[src/rtl/div_pkg.sv]
// Shared definitions for the 64-bit divider reconstruction checker:
// operand width, FSM state encoding, result bundle and result builder.
package div_pkg;

   localparam int DIV_W = 64;

   typedef enum logic [1:0] {
      ST_IDLE = 2'd0,
      ST_MUL  = 2'd1,
      ST_DONE = 2'd2
   } state_t;

   typedef struct packed {
      logic [2*DIV_W-1:0] recon;
      logic               ovf;
      logic               rem_ok;
      logic               match;
      logic               dz;
   } recon_t;

   // Turns a finished accumulator plus the latched operands into the full
   // verdict. For a zero divisor the accumulator holds just rem_in, so the
   // upper half is zero and ovf falls out as 0 naturally.
   function automatic recon_t build_result(
      input logic [2*DIV_W-1:0] acc,
      input logic [DIV_W-1:0]   divisor,
      input logic [DIV_W-1:0]   rem,
      input logic [DIV_W-1:0]   dividend
   );
      recon_t r;
      r.dz     = (divisor == {DIV_W{1'b0}});
      r.recon  = acc;
      r.ovf    = (acc[2*DIV_W-1:DIV_W] != {DIV_W{1'b0}});
      r.rem_ok = !r.dz && (rem < divisor);
      r.match  = !r.ovf && (acc[DIV_W-1:0] == dividend) && r.rem_ok;
      return r;
   endfunction

endpackage

[src/rtl/div_64b_recon_if.sv]
// Handshake and data bundle between a divider-result producer (master)
// and the reconstruction checker (slave).
interface div_64b_recon_if
   import div_pkg::*;
#(
   parameter int W = DIV_W
);
   logic           in_valid;
   logic           in_ready;
   logic [W-1:0]   quot;
   logic [W-1:0]   divisor;
   logic [W-1:0]   rem_in;
   logic [W-1:0]   dividend;
   logic           out_valid;
   logic           out_ready;
   logic [2*W-1:0] recon;
   logic           ovf;
   logic           rem_ok;
   logic           match;
   logic           dz;

   modport master (
      output in_valid, quot, divisor, rem_in, dividend, out_ready,
      input  in_ready, out_valid, recon, ovf, rem_ok, match, dz
   );

   modport slave (
      input  in_valid, quot, divisor, rem_in, dividend, out_ready,
      output in_ready, out_valid, recon, ovf, rem_ok, match, dz
   );
endinterface

[src/rtl/div_recon_acc.sv]
// Radix-2 shift-add datapath: acc starts at the remainder and absorbs one
// shifted copy of the divisor per set quotient bit, LSB first.
module div_recon_acc
   import div_pkg::*;
#(
   parameter int W = DIV_W
) (
   input  logic           clk,
   input  logic           rst,
   input  logic           load_i,
   input  logic           step_i,
   input  logic [W-1:0]   quot_i,
   input  logic [W-1:0]   divisor_i,
   input  logic [W-1:0]   rem_i,
   output logic [2*W-1:0] acc_nxt_o,
   output logic           last_o
);
   localparam int CW = $clog2(W);

   logic [2*W-1:0] acc_q, acc_d;
   logic [2*W-1:0] md_q, md_d;
   logic [W-1:0]   mq_q, mq_d;
   logic [CW-1:0]  cnt_q, cnt_d;
   logic [2*W-1:0] acc_step_s;

   // Accumulator value after one more iteration; also used by the top to
   // capture the final product on the same edge as the last step.
   always_comb begin
      if (mq_q[0]) begin
         acc_step_s = acc_q + md_q;
      end else begin
         acc_step_s = acc_q;
      end
   end

   // Next-state for load (new operands) and step (one shift-add iteration).
   always_comb begin
      acc_d = acc_q;
      mq_d  = mq_q;
      md_d  = md_q;
      cnt_d = cnt_q;
      if (load_i) begin
         acc_d = {{W{1'b0}}, rem_i};
         mq_d  = quot_i;
         md_d  = {{W{1'b0}}, divisor_i};
         cnt_d = {CW{1'b0}};
      end else if (step_i) begin
         acc_d = acc_step_s;
         mq_d  = {1'b0, mq_q[W-1:1]};
         md_d  = {md_q[2*W-2:0], 1'b0};
         cnt_d = cnt_q + {{(CW-1){1'b0}}, 1'b1};
      end else begin
         acc_d = acc_q;
      end
   end

   // Datapath registers with synchronous reset.
   always_ff @(posedge clk) begin
      if (rst) begin
         acc_q <= {(2*W){1'b0}};
         md_q  <= {(2*W){1'b0}};
         mq_q  <= {W{1'b0}};
         cnt_q <= {CW{1'b0}};
      end else begin
         acc_q <= acc_d;
         md_q  <= md_d;
         mq_q  <= mq_d;
         cnt_q <= cnt_d;
      end
   end

   assign acc_nxt_o = acc_step_s;
   assign last_o    = (cnt_q == CW'(W - 1));

endmodule

[src/rtl/div_64b_recon.sv]
// Reconstruction checker top: accepts a quotient/remainder pair, rebuilds
// quot*divisor + rem_in over W cycles and reports whether it reproduces the
// dividend. One transaction in flight; results held until the next one.
module div_64b_recon
   import div_pkg::*;
(
   input  logic           clk,
   input  logic           rst,
   div_64b_recon_if.slave bus
);
   localparam int W = DIV_W;

   state_t         state_q, state_d;
   logic [W-1:0]   divisor_q, divisor_d;
   logic [W-1:0]   rem_q, rem_d;
   logic [W-1:0]   dividend_q, dividend_d;
   recon_t         res_q, res_d;
   logic           load_s;
   logic           step_s;
   logic           last_s;
   logic [2*W-1:0] acc_nxt_s;

   div_recon_acc #(.W(W)) u_acc (
      .clk       (clk),
      .rst       (rst),
      .load_i    (load_s),
      .step_i    (step_s),
      .quot_i    (bus.quot),
      .divisor_i (bus.divisor),
      .rem_i     (bus.rem_in),
      .acc_nxt_o (acc_nxt_s),
      .last_o    (last_s)
   );

   // FSM next state, operand capture and result capture on entry to DONE.
   always_comb begin
      state_d    = state_q;
      divisor_d  = divisor_q;
      rem_d      = rem_q;
      dividend_d = dividend_q;
      res_d      = res_q;
      load_s     = 1'b0;
      step_s     = 1'b0;
      case (state_q)
         ST_IDLE: begin
            if (bus.in_valid) begin
               load_s     = 1'b1;
               divisor_d  = bus.divisor;
               rem_d      = bus.rem_in;
               dividend_d = bus.dividend;
               if (bus.divisor == {W{1'b0}}) begin
                  // Multiply skipped: the result is just the remainder.
                  state_d = ST_DONE;
                  res_d   = build_result({{W{1'b0}}, bus.rem_in}, bus.divisor,
                                         bus.rem_in, bus.dividend);
               end else begin
                  state_d = ST_MUL;
               end
            end else begin
               state_d = ST_IDLE;
            end
         end
         ST_MUL: begin
            step_s = 1'b1;
            if (last_s) begin
               state_d = ST_DONE;
               res_d   = build_result(acc_nxt_s, divisor_q, rem_q, dividend_q);
            end else begin
               state_d = ST_MUL;
            end
         end
         ST_DONE: begin
            if (bus.out_ready) begin
               state_d = ST_IDLE;
            end else begin
               state_d = ST_DONE;
            end
         end
         default: begin
            state_d = ST_IDLE;
         end
      endcase
   end

   // State, latched operands and result registers with synchronous reset.
   always_ff @(posedge clk) begin
      if (rst) begin
         state_q    <= ST_IDLE;
         divisor_q  <= {W{1'b0}};
         rem_q      <= {W{1'b0}};
         dividend_q <= {W{1'b0}};
         res_q      <= {$bits(recon_t){1'b0}};
      end else begin
         state_q    <= state_d;
         divisor_q  <= divisor_d;
         rem_q      <= rem_d;
         dividend_q <= dividend_d;
         res_q      <= res_d;
      end
   end

   assign bus.in_ready  = (state_q == ST_IDLE);
   assign bus.out_valid = (state_q == ST_DONE);
   assign bus.recon     = res_q.recon;
   assign bus.ovf       = res_q.ovf;
   assign bus.rem_ok    = res_q.rem_ok;
   assign bus.match     = res_q.match;
   assign bus.dz        = res_q.dz;

endmodule
[src/flat_wrapper.sv]
// flat-port wrapper written by rule: the top's interface ports become plain ports
module div_64b_recon_flat import div_pkg::*;
  (clk, rst, bus_in_valid, bus_quot, bus_divisor, bus_rem_in, bus_dividend, bus_out_ready, bus_in_ready, bus_out_valid, bus_recon, bus_ovf, bus_rem_ok, bus_match, bus_dz);
  div_64b_recon_if bus_i ();
  input  logic clk;
  input  logic rst;
  input wire logic [$bits(bus_i.in_valid)-1:0] bus_in_valid;
  input wire logic [$bits(bus_i.quot)-1:0] bus_quot;
  input wire logic [$bits(bus_i.divisor)-1:0] bus_divisor;
  input wire logic [$bits(bus_i.rem_in)-1:0] bus_rem_in;
  input wire logic [$bits(bus_i.dividend)-1:0] bus_dividend;
  input wire logic [$bits(bus_i.out_ready)-1:0] bus_out_ready;
  output wire logic [$bits(bus_i.in_ready)-1:0] bus_in_ready;
  output wire logic [$bits(bus_i.out_valid)-1:0] bus_out_valid;
  output wire logic [$bits(bus_i.recon)-1:0] bus_recon;
  output wire logic [$bits(bus_i.ovf)-1:0] bus_ovf;
  output wire logic [$bits(bus_i.rem_ok)-1:0] bus_rem_ok;
  output wire logic [$bits(bus_i.match)-1:0] bus_match;
  output wire logic [$bits(bus_i.dz)-1:0] bus_dz;
  assign bus_i.in_valid = bus_in_valid;
  assign bus_i.quot = bus_quot;
  assign bus_i.divisor = bus_divisor;
  assign bus_i.rem_in = bus_rem_in;
  assign bus_i.dividend = bus_dividend;
  assign bus_i.out_ready = bus_out_ready;
  assign bus_in_ready = bus_i.in_ready;
  assign bus_out_valid = bus_i.out_valid;
  assign bus_recon = bus_i.recon;
  assign bus_ovf = bus_i.ovf;
  assign bus_rem_ok = bus_i.rem_ok;
  assign bus_match = bus_i.match;
  assign bus_dz = bus_i.dz;
  div_64b_recon u_core (.clk(clk), .rst(rst), .bus(bus_i));
endmodule
[config.mk]
export PLATFORM = sky130hd
export DESIGN_NAME = div_64b_recon_flat
export DESIGN_NICKNAME = d
export VERILOG_FILES = /design/src/rtl/div_pkg.sv /design/src/rtl/div_64b_recon_if.sv /design/src/rtl/div_recon_acc.sv /design/src/rtl/div_64b_recon.sv /design/src/flat_wrapper.sv
export SDC_FILE = /design/constraint.sdc
export NUM_CORES = 2
export LEC_CHECK = 0
export CAP_MARGIN = 40
export CELL_PAD_IN_SITES_DETAIL_PLACEMENT = 0
export CELL_PAD_IN_SITES_GLOBAL_PLACEMENT = 1
export CORE_UTILIZATION = 46
export DETAILED_ROUTE_END_ITERATION = 8
export PLACE_DENSITY = 0.84
export SLEW_MARGIN = 40
export SYNTH_ARGS = -nofsm -noshare
export SYNTH_HDL_FRONTEND = slang
export SYNTH_SLANG_ARGS = --single-unit
export TNS_END_PERCENT = 100
[constraint.sdc]
create_clock -name clk -period 9.45 [get_ports clk]
set_input_delay 2.3625 -clock clk [delete_from_list [all_inputs] [get_ports clk]]
set_output_delay 2.3625 -clock clk [all_outputs]
set_load 0.01 [all_outputs]
== After elaboration in Yosys (flattened, before gate mapping) ==
Cells that the tools add are included.
Storage, ports and cells
  input port bits: 260
  register bits: 652
  output and inout port bits: 134
  memories: 0
  latch bits: 0
  logic and storage cells: 63
  memory bits (writable): 0
  bits in read-only memories: 0
Operators by class
  bitwise gates (word level): 0
  $add $sub $neg: 2
  mux-type cells: 19
  equal/unequal tests: 8
  div/mod/pow operators: 0
  reduce and logical (&&, ||, !) cells: 17
  $mul: 0
  shifts and indexed selects: 0
  $lt $le $gt $ge: 2
Operators with widths (number)
  132-bit two-way mux: 3
  64-bit two-way mux: 6
  132-bit one-hot mux with 2 select lines: 1
  128-bit adder: 1
  64-bit == test: 2
  64-bit logical NOT: 2
  64-bit < comparator: 2
  128-bit two-way mux: 1
  64-bit nonzero test: 1
  2-bit two-way mux: 4
  6-bit by 1-bit adder with 6-bit output (second input constant): 1
  6-bit == test (second input constant): 1
  2-bit one-hot mux with 3 select lines: 1
  1-bit logical AND: 5
  2-bit by 1-bit != test with 1-bit output (second input constant): 2
  4-bit AND reduction: 1
  2-bit nonzero test: 2
  1-bit logical NOT: 3
  1-bit two-way mux: 3
  2-bit by 1-bit == test with 1-bit output (second input constant): 1
  2-bit == test (second input constant): 1
  2-bit logical NOT: 1
  2-bit != test (second input constant): 1
  2-bit AND reduction: 1
  2-bit OR reduction: 1

== Logic depth before layout (Yosys ltp) ==
  depth after elaboration: 8
  depth in mapped cells: 17
  depth with buffers taken out: 17

== Cells and area by module ==
A second synthesis with hierarchy kept.
Unflattened totals
  cells, all modules: 4813
  area total of the unflattened synthesis: 37765.0 µm²
By module, submodules not included
  div_recon_acc: instances 1, area each 23236.0 µm², cells each 3008
  div_64b_recon: instances 1, area each 14528.9 µm², cells each 1805

== Worst setup path after synthesis ==
Ideal clock, no wire load.
  path kind: input-to-reg
  from: input bus_divisor[0]
  to: register u_core.res_q (netlist bit u_core.bus.match)
  library setup time: 69 ps
  path buffers: 0
  path slack: 4676 ps
  cell stages on the path: 12
  arrival: 4705 ps
  cells stage by stage: nor4_1 -> nand4_1 -> nor4_1 -> a21oi_1 -> a31oi_1 -> nand2_1 -> a2111oi_0 -> nand4_1 -> a2111oi_0 -> nand4_1 -> a2111o_1 -> o21ai_1
On the way
  word-level cells in the longest chain between the ends: 7
  elaborated cells on any way between the ends: 10
  classes of those cells: 1 x order compare; 1 x eq/ne; 3 x mux; 5 x reduce/logical
RTL lines
  start: declaration: line flat_wrapper.sv:9  | input wire logic [$bits(bus_i.divisor)-1:0] bus_divisor;
  branches (longest 7 deep; another with 64-bit < comparator)
  end signal: assignment: line div_64b_recon.sv:92  | res_q <= {$bits(recon_t){1'b0}};
  end signal: assignment: line div_64b_recon.sv:98  | res_q <= res_d;
  end: declaration: line div_64b_recon.sv:17  | recon_t res_q, res_d;
Parallel ways; which one is timed is not known. The select of a mux whose other input is x is not followed.
A chain may end at the register's enable or synchronous reset.

== Worst setup path after layout ==
  from: input bus_divisor[1]
  to: register u_core.res_q (netlist bit u_core.bus.match)
The elaborated chain is that of the path after synthesis.

==> flow_summary.toml <==
[clocking]
root_buffer = "clkbuf_16"
ctsLongestPathBuffers = 3
cts_resized = 0
htree_levels = 3
tritoncts = "yes"
cts_buffers = 72
path_clk_slew_ns = 0.06
holdBufCountCts = 0
cts_sinks = 652
clock_latency_ns = 0.66
cts_setup_buffers = 0

[drt]
avgViaCountPerCell = 6.34
vias = 41689
routed_wl_um = 177000
wl_per_cell_um = 26.9
drc = 0
first_pass_iters = 7
drt-initial-drc-count = 6134
antenna_left = 0

[sta]
finClkSkew_ns = 0.0279
slew_violations = 0
max-slew-margin-rel_pct = 33.1
setup_ws_ns = 3.19
timing.final.crit_share_pct = 66.2
min_period_ns = 6.26
max_freq_mhz = 160
setup_viol = 0
finalSetupTns_ns = 0
rsz0062_at_grt = "no"
tightest_slew_ns = 0.993
hold_viol = 0

[synthesis]
synth_nets = 5740
synth_area_sq_um = 38600
ys_ff_latch = 652
ys_types = 96
syn-instance-count = 5288
async_flop_share_pct = 0
synth-main-ff-cell = "dfxtp_1"
ys_seq_area_share_pct = 33.8
yosys.area.top_type = "dfxtp_1"
synth_area_leaders = "dfxtp_1 34%, a21oi_1 10%, nand2_1 9.9%"
avgSynthCellArea_sq_um = 7.29
synth.top_cell.area_share_pct = 33.8
synth_edf_count = 0
yosysWarnings = 0

[power]
p_sw_mw = 2.37
power_frac_clock_pct = 39.7
comb_power_share_pct = 19.3
p_leak_nw = 16.6
vdd_drop_max_mv = 0.146
p_seq_share_pct = 40.9
powerDensity_nw_per_um2 = 164
switching_share_pct = 31.8
internal_power_mw = 5.08

[worst_setup_path]
end_kind = "flop"
cp_data_required_time_ns = 10.04
regToRegSetupSlack_ns = 3.24
crit-reg2reg-capture = "u_core.bus.match"
worst-path-buf-inv = 2
reg2reg_depth = 16
crit_family = "compound AO/OA/AOI/OAI gates"
critical_path_class = "primary input to flop"
cp_cell_sequence = "clkdlybuf4s50_1 -> nor4_1 -> nand4_1 -> nor4_1 -> buf_4 -> a21oi_4 -> a31oi_1 -> nand2_1 -> a2111oi_0 -> nand4_1 -> a2111oi_0 -> nand4_1 -> a2111o_1 -> o21ai_1"
critPathMaxFanout = 2
r2r-start = "u_core.u_acc.md_q[19]"
crit_top_cell = "nand4_1"
arrival_ns = 6.84
slowest_stage = "a2111oi_0"
critPathMaxStageDelay_ns = 0.82
startpoint_type = "primary input"

[floorplanning]
rows = 105
coreArea_sq_um = 82500
die_x_um = 292
die_height_um = 292
ios = 394
dieArea_sq_um = 85000
initial_utilization_pct = 46.7

[min_path]
hp-start = "u_core.u_acc.mq_q[26]"
min_path_type = "flop to flop"
hold_end = "u_core.u_acc.mq_q[26]"
hold_depth = 2

[cells_and_area]
layout_common_cells = "1020 x nand2_1, 790 x a21oi_1, 651 x dfxtp_1, 554 x nor2_1, 392 x clkdlybuf4s50_1"
final_layout_size_suffix_gt1_share_pct = 4.62
layout.nets = 5904
final_common_cell = "nand2_1"
area_growth_pct = 17.9

[placed_design]
pre_cts_ws_ns = 2.54
dp_hpwl_um = 139000
gp_congestion = 1.04
port_buffers = 393

[global_routing]
grt_pass1_vias = 36968
antenna_found_initial = 5
grt_max_degree = 193
grt_usage_pct = 39.9
grt_overflow = 0
grt_pass1_wl_um = 253000

[flow_run]
drv_cap = 0

[outcome]
run_status = "finished, final reports clean"
tightest hold or removal path, cell delays in order, from the launching register on:
cell and delay (ns):
dfxtp_1 0.31, nand2_1 0.05, a21oi_1 0.05
logic make-up after synthesis:
logic type | count (synthesis) | synth area share, %
AO/OA/AOI/OAI | 1569 | 24.3
XOR/XNOR | 205 | 4.66
adder cells (fa/ha/maj) | 192 | 6.25
buffers and inverters | 468 | 4.79
flip-flops | 652 | 33.8
multiplexers | 71 | 1.92
AND/OR/NAND/NOR | 2131 | 24.2
through the flow:
step	instances	util (%)	total power, mW	instance area, sq um	hold slack, ns
after global placement	6447	52.0	4.47	42900	0.437
after detailed placement	6447	52.1	4.48	43000	0.441
after global routing	6572	55.1	7.68	45500	0.468
after CTS	6571	55.0	7.41	45400	0.450
after floorplan	5288	-	3.88	38600	0.431
final	6576	55.1	7.46	45500	0.452
registers in the layout, indices dropped and copies added, names as in the netlist:
register	flops
u_core.bus.rem_ok	1
u_core.divisor_q	64
u_core.state_q	2
u_core.bus.dz	1
u_core.u_acc.acc_q	128
u_core.bus.match	1
u_core.dividend_q	64
u_core.bus.ovf	1
u_core.u_acc.mq_q	64
u_core.bus.recon	128
u_core.u_acc.md_q	128
u_core.u_acc.cnt_q	6
u_core.rem_q	64
synth_stat cells, types with 105 or more instances:
cell type / n
ha_1: 191
a21oi_1: 791
nand2_1: 1021
o21ai_0: 203
clkbuf_1: 283
a31oi_1: 107
inv_1: 111
nor3_1: 105
dfxtp_1: 652
nand4_1: 122
xor2_1: 118
nor2_1: 556
layout make-up:
| type | instances | area (sq um) |
|---|---|---|
| diodes | 4 | 10.0 |
| clock buffers | 94 | 1980 |
| clock inverters | 30 | 437 |
| fillers | 8111 | 37000 |
| inverters | 111 | 417 |
| multi-input cells | 4168 | 23800 |
| flip-flops and latches | 652 | 13100 |
| well taps | 1070 | 1340 |
| repair buffers | 447 | 4450 |
metal layers:
layer,global-route usage (%),share of wire [%]
met5,1.08,0.094
met4,10.1,2.6
met3,13.0,14
met1,60.3,45
met2,53.0,39
how the worst max path moves through the flow:
stage | start | to | cells past startpoint
CTS | bus_divisor[1] | u_core.bus.match | 14
global placement | bus_divisor[1] | u_core.bus.match | 14
global route | bus_divisor[1] | u_core.bus.match | 14
finish | bus_divisor[1] | u_core.bus.match | 14
detailed placement | bus_divisor[1] | u_core.bus.match | 14
floorplan | bus_divisor[0] | u_core.bus.match | 12
power by group through the flow:
stage	sequential [mW]	combinational (mW)	clock, mW
final	3.05	1.44	2.96
after global routing	3.06	1.53	3.10
after CTS	3.04	1.39	2.99
after detailed placement	3.10	1.38	0
after global placement	3.09	1.38	0
after floorplan	3.01	0.872	0
No activity file was read; power rests on OpenSTA's default activity.
